[config.mk]
export PLATFORM = sky130hd
export DESIGN_NAME = as_edge_detect_multi
export DESIGN_NICKNAME = d
export VERILOG_FILES = /design/src/rtl/as_edge_detect_multi.sv
export SDC_FILE = /design/constraint.sdc
export NUM_CORES = 1
export LEC_CHECK = 0
export CELL_PAD_IN_SITES_DETAIL_PLACEMENT = 0
export CELL_PAD_IN_SITES_GLOBAL_PLACEMENT = 1
export CORE_MARGIN = 2
export CORE_UTILIZATION = 31
export CTS_CLUSTER_DIAMETER = 80
export DETAILED_ROUTE_END_ITERATION = 7
export PLACE_DENSITY = 0.76
export RECOVER_POWER = 25
export SLEW_MARGIN = 25
export SYNTH_ARGS = -nofsm -noshare
export SYNTH_HDL_FRONTEND = slang
export SYNTH_SLANG_ARGS = --single-unit
export TNS_END_PERCENT = 5
[constraint.sdc]
create_clock -name clk -period 1 [get_ports clk]
set_input_delay 0.1 -clock clk [delete_from_list [all_inputs] [get_ports clk]]
set_output_delay 0.1 -clock clk [all_outputs]
set_load 0.01 [all_outputs]
[src/rtl/as_edge_detect_multi.sv]
// -----------------------------------------------------------------------------
// as_edge_detect_multi
//
// Multi-channel asynchronous edge detector. Each of CHANNELS slow asynchronous
// inputs (bus phase clocks, RDY, IRQ lines, ...) is brought into the fast clk
// domain through a SYNC_STAGES-deep synchroniser. Each channel can then report
// rising, falling or both edges, selected at run time. Detected edges appear as
// a registered one-cycle pulse and also set a sticky event flag that holds
// until it is cleared.
//
// Optional build macro:
//   AS_EDGE_GLITCH_FILTER_EN - adds a per-channel stability counter between the
//   synchroniser and the edge logic. A level change is accepted only after it
//   has been stable for FILT_CYCLES cycles. This adds FILT_CYCLES cycles of
//   latency.
//
// Ports:
//   clk      in   1           fast sampling clock, posedge
//   rst      in   1           asynchronous active-high reset
//   din      in   CHANNELS    asynchronous inputs
//   mode     in   2*CHANNELS  per channel [2i+1:2i]: 00 off, 01 rise, 10 fall, 11 both
//   clr      in   CHANNELS    synchronous sticky-flag clear strobes
//   dout     out  CHANNELS    registered one-cycle edge pulses
//   level    out  CHANNELS    synchronised (and filtered) input level
//   evt      out  CHANNELS    sticky event flags
//   any_evt  out  1           OR of all evt flags
// -----------------------------------------------------------------------------
module as_edge_detect_multi #(
  parameter int                  CHANNELS    = 4,
  parameter int                  SYNC_STAGES = 2,
  parameter logic [CHANNELS-1:0] RST_LEVEL   = {CHANNELS{1'b1}},
  parameter int                  FILT_CYCLES = 3
) (
  input  logic                  clk,
  input  logic                  rst,
  input  logic [CHANNELS-1:0]   din,
  input  logic [2*CHANNELS-1:0] mode,
  input  logic [CHANNELS-1:0]   clr,
  output logic [CHANNELS-1:0]   dout,
  output logic [CHANNELS-1:0]   level,
  output logic [CHANNELS-1:0]   evt,
  output logic                  any_evt
);

  logic [CHANNELS-1:0] sync_r [SYNC_STAGES];
  logic [CHANNELS-1:0] sync_s;
  logic [CHANNELS-1:0] filt_s;
  logic [CHANNELS-1:0] level_r;
  logic [CHANNELS-1:0] hist_r;
  logic [CHANNELS-1:0] rise_s;
  logic [CHANNELS-1:0] fall_s;
  logic [CHANNELS-1:0] mode_rise_s;
  logic [CHANNELS-1:0] mode_fall_s;
  logic [CHANNELS-1:0] dout_r;
  logic [CHANNELS-1:0] evt_r;

  // Synchroniser chain: stage 0 captures din, each later stage follows the previous.
  always_ff @(posedge clk or posedge rst) begin
    if (rst) begin
      for (int n = 0; n < SYNC_STAGES; n++) begin
        sync_r[n] <= RST_LEVEL;
      end
    end else begin
      sync_r[0] <= din;
      for (int n = 1; n < SYNC_STAGES; n++) begin
        sync_r[n] <= sync_r[n-1];
      end
    end
  end

  assign sync_s = sync_r[SYNC_STAGES-1];

`ifdef AS_EDGE_GLITCH_FILTER_EN
  localparam logic [3:0] FILT_LAST = 4'(FILT_CYCLES - 1);

  logic [3:0]          filt_cnt_r [CHANNELS];
  logic [CHANNELS-1:0] filt_r;

  // Stability filter: a new synchronised level is accepted only after it has
  // disagreed with the held level for FILT_CYCLES consecutive cycles.
  always_ff @(posedge clk or posedge rst) begin
    if (rst) begin
      filt_r <= RST_LEVEL;
      for (int i = 0; i < CHANNELS; i++) begin
        filt_cnt_r[i] <= 4'd0;
      end
    end else begin
      for (int i = 0; i < CHANNELS; i++) begin
        if (sync_s[i] != filt_r[i]) begin
          if (filt_cnt_r[i] == FILT_LAST) begin
            filt_r[i]     <= sync_s[i];
            filt_cnt_r[i] <= 4'd0;
          end else begin
            filt_cnt_r[i] <= filt_cnt_r[i] + 4'd1;
          end
        end else begin
          filt_cnt_r[i] <= 4'd0;
        end
      end
    end
  end

  assign filt_s = filt_r;
`else
  assign filt_s = sync_s;
`endif

  // Split the packed mode bus into per-channel rise and fall enables.
  always_comb begin
    mode_rise_s = {CHANNELS{1'b0}};
    mode_fall_s = {CHANNELS{1'b0}};
    for (int i = 0; i < CHANNELS; i++) begin
      mode_rise_s[i] = mode[2*i];
      mode_fall_s[i] = mode[2*i+1];
    end
  end

  // Edges are defined between the current level and the previous cycle's
  // level, so a mode change by itself can never create a pulse.
  assign rise_s = level_r & ~hist_r;
  assign fall_s = ~level_r & hist_r;

  // Level, history, edge pulse and sticky flag registers.
  always_ff @(posedge clk or posedge rst) begin
    if (rst) begin
      level_r <= RST_LEVEL;
      hist_r  <= RST_LEVEL;
      dout_r  <= {CHANNELS{1'b0}};
      evt_r   <= {CHANNELS{1'b0}};
    end else begin
      level_r <= filt_s;
      hist_r  <= level_r;
      dout_r  <= (mode_rise_s & rise_s) | (mode_fall_s & fall_s);
      // A set in the same cycle as a clear wins.
      evt_r   <= (evt_r & ~clr) | dout_r;
    end
  end

  assign dout    = dout_r;
  assign level   = level_r;
  assign evt     = evt_r;
  assign any_evt = |evt_r;

endmodule

==> Yosys cells after proc, flatten, opt, wreduce, memory -nomap -nowiden <==
Index checks and enable logic that the tools add are counted.
{ "totals": {"regBits": 24, "latch_bits": 0, "ramBits": 0, "romBits": 0, "output_inout_bits": 13, "elab_cells": 17, "memories": 0} }
{ "op_classes": {"add_sub_neg": 0, "multipliers": 0, "div_mod_pow": 0, "n_lt_le_gt_ge": 0, "n_eq_ne": 0, "shift": 0, "muxes": 0, "bitwise_logic": 10, "reduce_logical": 1} }
{ "ops": {"columns": ["cell", "n"], "rows": [
  ["$and 4x4->4", 5],
  ["$not 4->4", 3],
  ["$or 4x4->4", 2],
  ["$reduce_or 4->1", 1]
]} }

==> Depth between registers and ports, before layout <==
Gate-level depths: netlist of run 1.
{ "depth": {"depth_word": 4, "depth_mapped": 2, "depth_no_buf": 2} }

==> Worst setup path before layout of run 1 <==
OpenSTA, ideal clock, no wires.
{ "synth_path": {"path_type": "reg2out", "start": "reg evt_r[2] (netlist: evt[2])", "end": "out any_evt", "arrival_ps": 981, "setup_slack_ps": -81, "stages_incl_launch_ff": 2, "cell_sequence": "dfrtp_1 or4_1"} }
{ "synth_between": {"elab_chain_cells": 1} }
{ "synth_lines": {"columns": ["item", "line_no", "rtl"], "rows": [
  ["start, declared", "55", "logic [CHANNELS-1:0] evt_r;"],
  ["start signal, assigned", "129", "evt_r <= {CHANNELS{1'b0}};"],
  ["start signal, assigned", "135", "evt_r <= (evt_r & ~clr) | dout_r;"],
  ["$reduce_or 4->1", "142", "assign any_evt = |evt_r;"],
  ["end, declared", "42", "output logic any_evt"]
]} }
No other way between the ends.

==> Worst setup path in the final report of run 1 <==
{ "layout_path": {"start": "reg evt_r[1] (netlist: evt[1])", "end": "out any_evt"} }
Same word-level chain as after synthesis.

==> results of run 1 <==
[cell usage after synthesis]
cell and n:
dfrtp_1 8, a21o_2 1, dfstp_2 16, or4_1 1, nand3b_1 4, inv_1 5, nand2_1 4, o21ai_0 4
a21o_1 3
[state kept, by name, summed over array words and instances (netlist names)]
| signal | cells |
|---|---|
| dout | 4 |
| evt | 4 |
| filt_s | 4 |
| hist_r | 4 |
| level | 4 |
| sync_r | 4 |
[worst min-delay path by stage]
stage / from / endpoint / slack (ns)
global route: din[3] / sync_r[7] / 0.28
floorplan: rst / dout[0] / 0.10
CTS: rst / dout[3] / 0.07
global placement: sync_r[5] / filt_s[1] / 0.35
detailed placement: filt_s[0] / level[0] / 0.35
finish: din[0] / sync_r[4] / 0.31
[where the power goes]
part           total [mW]  internal (mW)  switching (mW)
sequential           1.09           1.06          0.0323
clock               0.681          0.405           0.276
combinational       0.279          0.186          0.0936
total                2.05           1.65           0.402
[area by class of cell]
class                           instances  share of cell area (%)
Clock buffer                            3                   1.863
Clock inverter                          1                   2.484
Tap cell                               28                   2.899
Multi-Input combinational cell         17                   8.903
Timing Repair Buffer                   39                   30.95
Inverter                                5                   1.553
Sequential cell                        24                   51.35
[critical path, stage by stage (launching register included)]
cell and delay [ns]:
dfrtp_1 0.42, or4_4 0.52, buf_6 0.13
[cell families (layout without fill, tap and decap cells)]
logic type / count (synthesis) / count (layout) / share of synthesized area [%]
AND/OR/NAND/NOR: 9 / 9 / 7.071
flip-flops: 24 / 24 / 83.50
AO/OA/AOI/OAI: 8 / 8 / 6.902
buffers and inverters: 5 / 48 / 2.526
[through the flow]
stage               setup WS, ns  cell area [um2]  utilization (%)  instances  hold WS [ns]
floorplan               -0.05610            747.0                -         46        0.1028
global placement         -0.4537             1162            52.04        113        0.3455
detailed placement       -0.4665             1162            52.04        113        0.3470
CTS                      -0.4997             1214            54.34        117       0.07188
global route             -0.5424             1209            54.12        117        0.2798
finish                   -0.4805             1209            54.12        117        0.3126
[per-layer routing]
metal / up-vias / wire (um)
met3: 2 / 87
met4: 0 / 18
met1: 241 / 427
met2: 21 / 647
li1: 234 / -
met5: - / 0
[repair_timing]
action / CTS / global route
hold buffers: 0 / 0
resized for setup: 63 / 4
setup endpoints to repair: 13 / 14
==> results.cfg, run 1 <==
[run_status]
status = finished with violations
failed_checks = negative setup slack

[cts]
cts.path.max_buffers = 2
clk_pin_slew_worst_paths_ns = 0.12
htreeDepth = 1
clkLatencyLatePin_ns = 0.31
cts_tree = yes
cts_buffers = 3
cts_root_buf = clkbuf_4
clkSinkCount = 24
cts_setup_buffers = 0

[floorplanning]
die_h_um = 52.97
die_area_um2 = 2805
start_util_pct = 33.28
ios = 31
fp.coreArea_um2 = 2233
row_count = 17
die_x_um = 52.97

[logic_synthesis]
yosysSeqAreaShare_pct = 83.50
ys_top_cells_by_area = dfstp_2 (57%), dfrtp_1 (27%), nand3b_1 (4.0%)
synthesis.nets = 64
avgSynthCellArea_um2 = 16.16
synth_top_area_share_pct = 56.57
yosys_register_bits = 24
synth_area_um2 = 743.2
synth_cell_types = 9
yosys.area.top_type = dfstp_2
synth_warnings = 0
synthCells = 46

[grt]
busiest_layer = met2
grt.met3_usage_pct = 1.695
antenna_found_initial = 0
grt_max_degree = 25
overflow = 0
track_usage_pct = 9.861
met1_usage_pct = 9.392
grt_pass1_vias = 517
grt_pass1_wl_um = 1973
globalRouteMet2Util_pct = 18.96

[final_layout]
n_antenna_cell = 0
drive_gt1_share_pct = 49.44
multi_input_area_um2 = 107.6
fill_cells = 189
final_common_cell = dfstp_2
area_growth_pct = 62.63
nets = 108
final_cell_mix = dfstp_2 (16), buf_6 (13), clkdlybuf4s50_1 (12), dfrtp_1 (8)
regArea_um2 = 620.6

[worst_setup_path]
worst_setup_path_end_kind = output pin
r2r_slack_ns = 0.07
crit_arrival_ns = 1.38
r2r_cells = 3
worst-setup-path-type = reg2out
critPathLaunch = evt[1]
crit-reg2reg-launch = level[0]
cp_max_fo = 2
endpoint = any_evt
cp.required_ns = 0.90
rr_endpoint = dout[0]
startpoint_type = flip-flop

[route]
vias_per_cell = 4.256
drt_iter0_drc = 1
finalWirelength_um = 1180
dr.pass1.iters = 2
num_vias = 498
drtAntennaViolNets = 0
wl_per_cell_um = 10.09
drc = 0

[sta]
fin_crit_ns = 1.480
skew_ns = 0.0004589
hold_viol = 0
tns_ns = -0.9435
setup_slack_ns = -0.4805
timing.fmax_mhz = 675.5
rsz0062_at_grt = true
slew_headroom_pct = 64.95
worst_pin_slew_ns = 0.5257
fin_crit_sh_pct = 148.0
setup_violations = 9
drv_slew = 0

[placed_design]
port_buffers = 30
gp_congestion = 0.5981
hpwl_um = 907.9

[pwr]
powerDensity_nw_per_um2 = 1697
ir_drop_mv = 0.8659
finalPower_mw = 2.051
p_leak_nw = 0.5676

[worst_hold_path]
hp-class = in2reg
hold_depth = 1

[run]
maxCapViolations = 0
(Power assumes the default switching activity.)
==> run 2: changes to the inputs <==
--- a/config.mk
+++ b/config.mk
@@ -13,6 +13,7 @@
 export DETAILED_ROUTE_END_ITERATION = 7
 export PLACE_DENSITY = 0.76
 export RECOVER_POWER = 25
+export SKIP_CTS_REPAIR_TIMING = 1
 export SLEW_MARGIN = 25
 export SYNTH_ARGS = -nofsm -noshare
 export SYNTH_HDL_FRONTEND = slang
==> run 2 against run 1 <==
Net effect:
- final cell count unchanged
- power is 1.9% lower
- clock-buffer cell count stayed put
- final area is 3.5% lower
- combinational power down 13%
- wire length up 0.59%
- critical path type unchanged
- sequential power about the same
- largest power group unchanged
- sequential cell count unchanged
- largest cell class unchanged
- first-iteration DRC count rose to 3.0 times the previous value
- critical endpoint unchanged
- the flow still finishes with violations (negative setup slack)
==> results.cfg, run 2 (synthesis results as in run 1) <==
[run_status]
status = finished with violations
failed_checks = negative setup slack

[cts]
cts_tree = yes
clkSinkCount = 24
clk_pin_slew_worst_paths_ns = 0.12
cts.path.max_buffers = 2
clkLatencyLatePin_ns = 0.31
htreeDepth = 1
cts_buffers = 3
cts_root_buf = clkbuf_4

[worst_setup_path]
startpoint_type = flip-flop
crit_arrival_ns = 1.38
cp.required_ns = 0.90
worst_setup_path_end_kind = output pin
r2r_cells = 3
cp_max_fo = 2
worst-setup-path-type = reg2out

[grt]
grt_pass1_wl_um = 1959
antenna_found_initial = 0
overflow = 0
grt_max_degree = 25
track_usage_pct = 9.800
grt_pass1_vias = 507

[floorplanning]
fp.coreArea_um2 = 2233
row_count = 17
die_area_um2 = 2805
ios = 31
die_x_um = 52.97
die_h_um = 52.97
start_util_pct = 33.28

[worst_hold_path]
hold_depth = 1
hp-class = in2reg

[pwr]
p_leak_nw = 0.5539
powerDensity_nw_per_um2 = 1725
internal_power_mw = 1.617
power_frac_comb_pct = 12.1
finalPower_mw = 2.012
p_clk_share_pct = 33.8
p_seq_share_pct = 54.1
p_sw_share_pct = 19.60
ir_drop_mv = 0.8599
switchingPower_mw = 0.3942

[sta]
rsz0062_at_grt = true
fin_crit_ns = 1.478
setup_slack_ns = -0.4783
slew_headroom_pct = 65.03
worst_pin_slew_ns = 0.5246
drv_slew = 0
fin_crit_sh_pct = 147.8
skew_ns = 0.0005835
setup_violations = 9
hold_viol = 0
fin_hold_ws_ns = 0.1768
timing.fmax_mhz = 676.4

[final_layout]
multi_input_area_um2 = 107.6
regArea_um2 = 620.6
final_common_cell = dfstp_2
fill_cells = 195
nets = 108
n_antenna_cell = 0
area_growth_pct = 56.90
final_cell_mix = dfstp_2 (16), clkdlybuf4s50_1 (13), clkbuf_2 (9), dfrtp_1 (8), buf_4 (8)
drive_gt1_share_pct = 49.44

[route]
drc = 0
vias_per_cell = 4.248
num_vias = 497
finalWirelength_um = 1187
dr.pass1.iters = 4
drt_iter0_drc = 3
drtAntennaViolNets = 0
wl_per_cell_um = 10.15

[placed_design]
gp_congestion = 0.5981
port_buffers = 30
dp_slack_ns = -0.4665
hpwl_um = 907.9

[run]
maxCapViolations = 0
-- run 2: changes by cell type in the layout (fill, tap and decap cells not counted) --
cell and delta:
o21ai_1 -2, buf_6 -8, o21ai_0 +2, buf_4 +3, clkbuf_2 +8, clkdlybuf4s50_1 +1
dlygate4sd3_1 -1, buf_2 -3
-- run 2: critical path, cell delays in order (launching register included) --
cell     delay [ns]
dfrtp_1        0.40
or4_4          0.53
buf_6          0.14
-- run 2: path summary, 6_finish.rpt --
path	end	from	slack (ns)
max	any_evt	evt[3]	-0.48
min	sync_r[5]	din[1]	0.18
max reg2reg	dout[3]	level[3]	0.05
min reg2reg	level[3]	filt_s[3]	0.36
max in group asynchronous	level[1]	rst	0.31
min in group asynchronous	dout[0]	rst	0.33
-- run 2: layout make-up --
class	count	share of cell area [%]
sequential	24	53.22
timing repair buffer	39	28.43
multi-input combinational	17	9.227
tap	28	3.004
clock inverter	1	2.575
clock buffer	3	1.931
inverter	5	1.609
-- run 2: per-stage QoR --
step	util, %	TNS, ns	cells	cell area, um2
5_1_grt	52.21	-1.517	117	1166
2_1_floorplan	-	-0.05610	46	747.0
4_1_cts	54.40	-6.046	117	1215
3_3_place_gp	52.04	-1.198	113	1162
6_report	52.21	-0.9825	117	1166
3_5_place_dp	52.04	-1.272	113	1162
-- run 2: routing by layer --
layer,vias up,GRT usage (%),routed length (um)
li1,233,-,-
met1,239,9.576,429
met2,23,18.54,642
met3,2,1.695,97
met4,0,6.410,18
met5,-,0,0
-- run 2: power by group through the flow --
stage	combinational, mW	sequential [mW]	clock, mW
2_1_floorplan	0.0518	1.12	0
4_1_cts	0.286	1.09	0.716
6_report	0.244	1.09	0.680
5_1_grt	0.269	1.10	0.758
3_3_place_gp	0.282	1.10	0
3_5_place_dp	0.285	1.10	0
==> run 3: changes to the inputs <==
--- a/config.mk
+++ b/config.mk
@@ -7,11 +7,11 @@
 export LEC_CHECK = 0
 export CELL_PAD_IN_SITES_DETAIL_PLACEMENT = 0
 export CELL_PAD_IN_SITES_GLOBAL_PLACEMENT = 1
-export CORE_MARGIN = 2
-export CORE_UTILIZATION = 31
+export CORE_UTILIZATION = 30
+export CTS_BUF_LIST = sky130_fd_sc_hd__clkbuf_4
 export CTS_CLUSTER_DIAMETER = 80
 export DETAILED_ROUTE_END_ITERATION = 7
-export PLACE_DENSITY = 0.76
+export PLACE_DENSITY = 0.77
 export RECOVER_POWER = 25
 export SKIP_CTS_REPAIR_TIMING = 1
 export SLEW_MARGIN = 25
==> constraint.sdc (replaced) <==
create_clock -name clk -period 1.2 [get_ports clk]
set_input_delay 0.12 -clock clk [delete_from_list [all_inputs] [get_ports clk]]
set_output_delay 0.12 -clock clk [all_outputs]
set_load 0.01 [all_outputs]
==> run 3 against run 2 <==
Net effect:
- the flow still finishes with violations (negative setup slack)
- register-to-register slack better by 0.23 ns
- critical path depth unchanged
- final area up 2.5%
- worst hold slack better by 0.17 ns
- largest power group unchanged
- combinational power down 14%
- sequential power down 17%
- global-route usage up 0.11 points
- wire length up 1.9%
==> results.cfg, run 3 (synthesis results as in run 1) <==
[final_layout]
multi_input_area_um2 = 103.9
final_cell_mix = dfstp_2 (16), clkdlybuf4s50_1 (12), dlymetal6s2s_1 (12), dfrtp_1 (8), buf_4 (8)
final_area_um2 = 1195
drive_gt1_share_pct = 33.71
regArea_um2 = 620.6
n_antenna_cell = 0
fill_cells = 202
fin_cells = 117
nets = 108
final_common_cell = dfstp_2
area_growth_pct = 60.77

[worst_setup_path]
worst_setup_path_end_kind = output pin
r2r_cells = 3
crit-reg2reg-launch = level[3]
max_stage_delay_ns = 0.54
cp.required_ns = 1.08
worst-setup-path-type = reg2out
cp_slowest_cell = or4_1
crit_arrival_ns = 1.39
cp_num_buf_inv = 1
path_cells = or4_1 > clkbuf_2
crit_family = simple AND/OR/NAND/NOR gates
critPathLaunch = evt[2]
startpoint_type = flip-flop
cp_max_fo = 2
crit_cells = 2

[placed_design]
gp_congestion = 0.6234
hpwl_um = 907.9
post_dp_cell_area_um2 = 1146
placedCellCount = 113
port_buffers = 30

[grt]
grt.met3_usage_pct = 2.339
track_usage_pct = 9.912
overflow = 0
grt_pass1_wl_um = 1869
grt_max_degree = 25
antenna_found_initial = 0
globalRouteMet2Util_pct = 17.10
grt_pass1_vias = 483
met1_usage_pct = 10.65
busiest_layer = met2

[sta]
tns_ns = -0.3144
slew_headroom_pct = 63.66
setup_slack_ns = -0.3144
skew_ns = 0.004224
fin_crit_ns = 1.514
setup_violations = 1
rsz0062_at_grt = true
fin_crit_sh_pct = 126.2
timing.fmax_mhz = 660.3
worst_pin_slew_ns = 0.5451
drv_slew = 0
hold_viol = 0

[floorplanning]
start_util_pct = 32.66
die_x_um = 51.78
die_area_um2 = 2681
row_count = 17
die_h_um = 51.78
ios = 31
fp.coreArea_um2 = 2276

[cts]
cts_buffers = 3
clkSinkCount = 24
cts.path.max_buffers = 2
clk_pin_slew_worst_paths_ns = 0.12
cts_root_buf = clkbuf_4
htreeDepth = 1
cts_tree = yes
clkLatencyLatePin_ns = 0.30

[run]
maxCapViolations = 0

[run_status]
status = finished with violations
failed_checks = negative setup slack

[pwr]
powerDensity_nw_per_um2 = 1209
ir_drop_mv = 0.7921
p_leak_nw = 0.6641

[route]
num_vias = 484
wl_per_cell_um = 10.34
drtAntennaViolNets = 0
dr.pass1.iters = 1
drt_iter0_drc = 0
vias_per_cell = 4.137
drc = 0
finalWirelength_um = 1210

[worst_hold_path]
hp-class = in2reg
holdCritStartpoint = din[1]
hold_depth = 1
## run 3: through the flow
step                hold slack, ns  power, mW  setup WS (ns)  utilization [%]
detailed placement          0.3473      1.149        -0.3248            50.36
global placement            0.3467      1.140        -0.2578            50.36
floorplan                   0.1228     0.9751        0.09945                -
global route                0.3272      1.520        -0.3619            52.50
finish                      0.3477      1.444        -0.3144            52.50
CTS                         0.1478      1.493        -0.6858            51.51
## run 3: where the power goes
part / internal, mW / total (mW) / switching, mW
combinational: 0.135 / 0.209 / 0.0741
sequential: 0.881 / 0.904 / 0.0227
clock: 0.121 / 0.331 / 0.210
total: 1.14 / 1.44 / 0.307
## run 3: worst paths after layout
check                       endpoint  slack [ns]
setup / recovery             any_evt       -0.31
hold / removal             sync_r[5]        0.35
setup reg to reg             dout[3]        0.28
hold reg to reg             level[2]        0.36
max in group asynchronous   level[2]        0.45
min in group asynchronous     evt[2]        0.38
## run 3: per-layer routing
metal	wire [um]	vias to the layer above
li1	-	233
met1	486	227
met2	603	22
met3	112	2
met4	8	0
met5	0	-
## run 3: area by class of cell
type	count	area share, %
flip-flops and latches	24	51.94
repair buffers	39	32.67
multi-input cells	17	8.691
well taps	28	2.932
clock buffers	3	1.885
inverters	5	1.571
clock inverters	1	0.3141
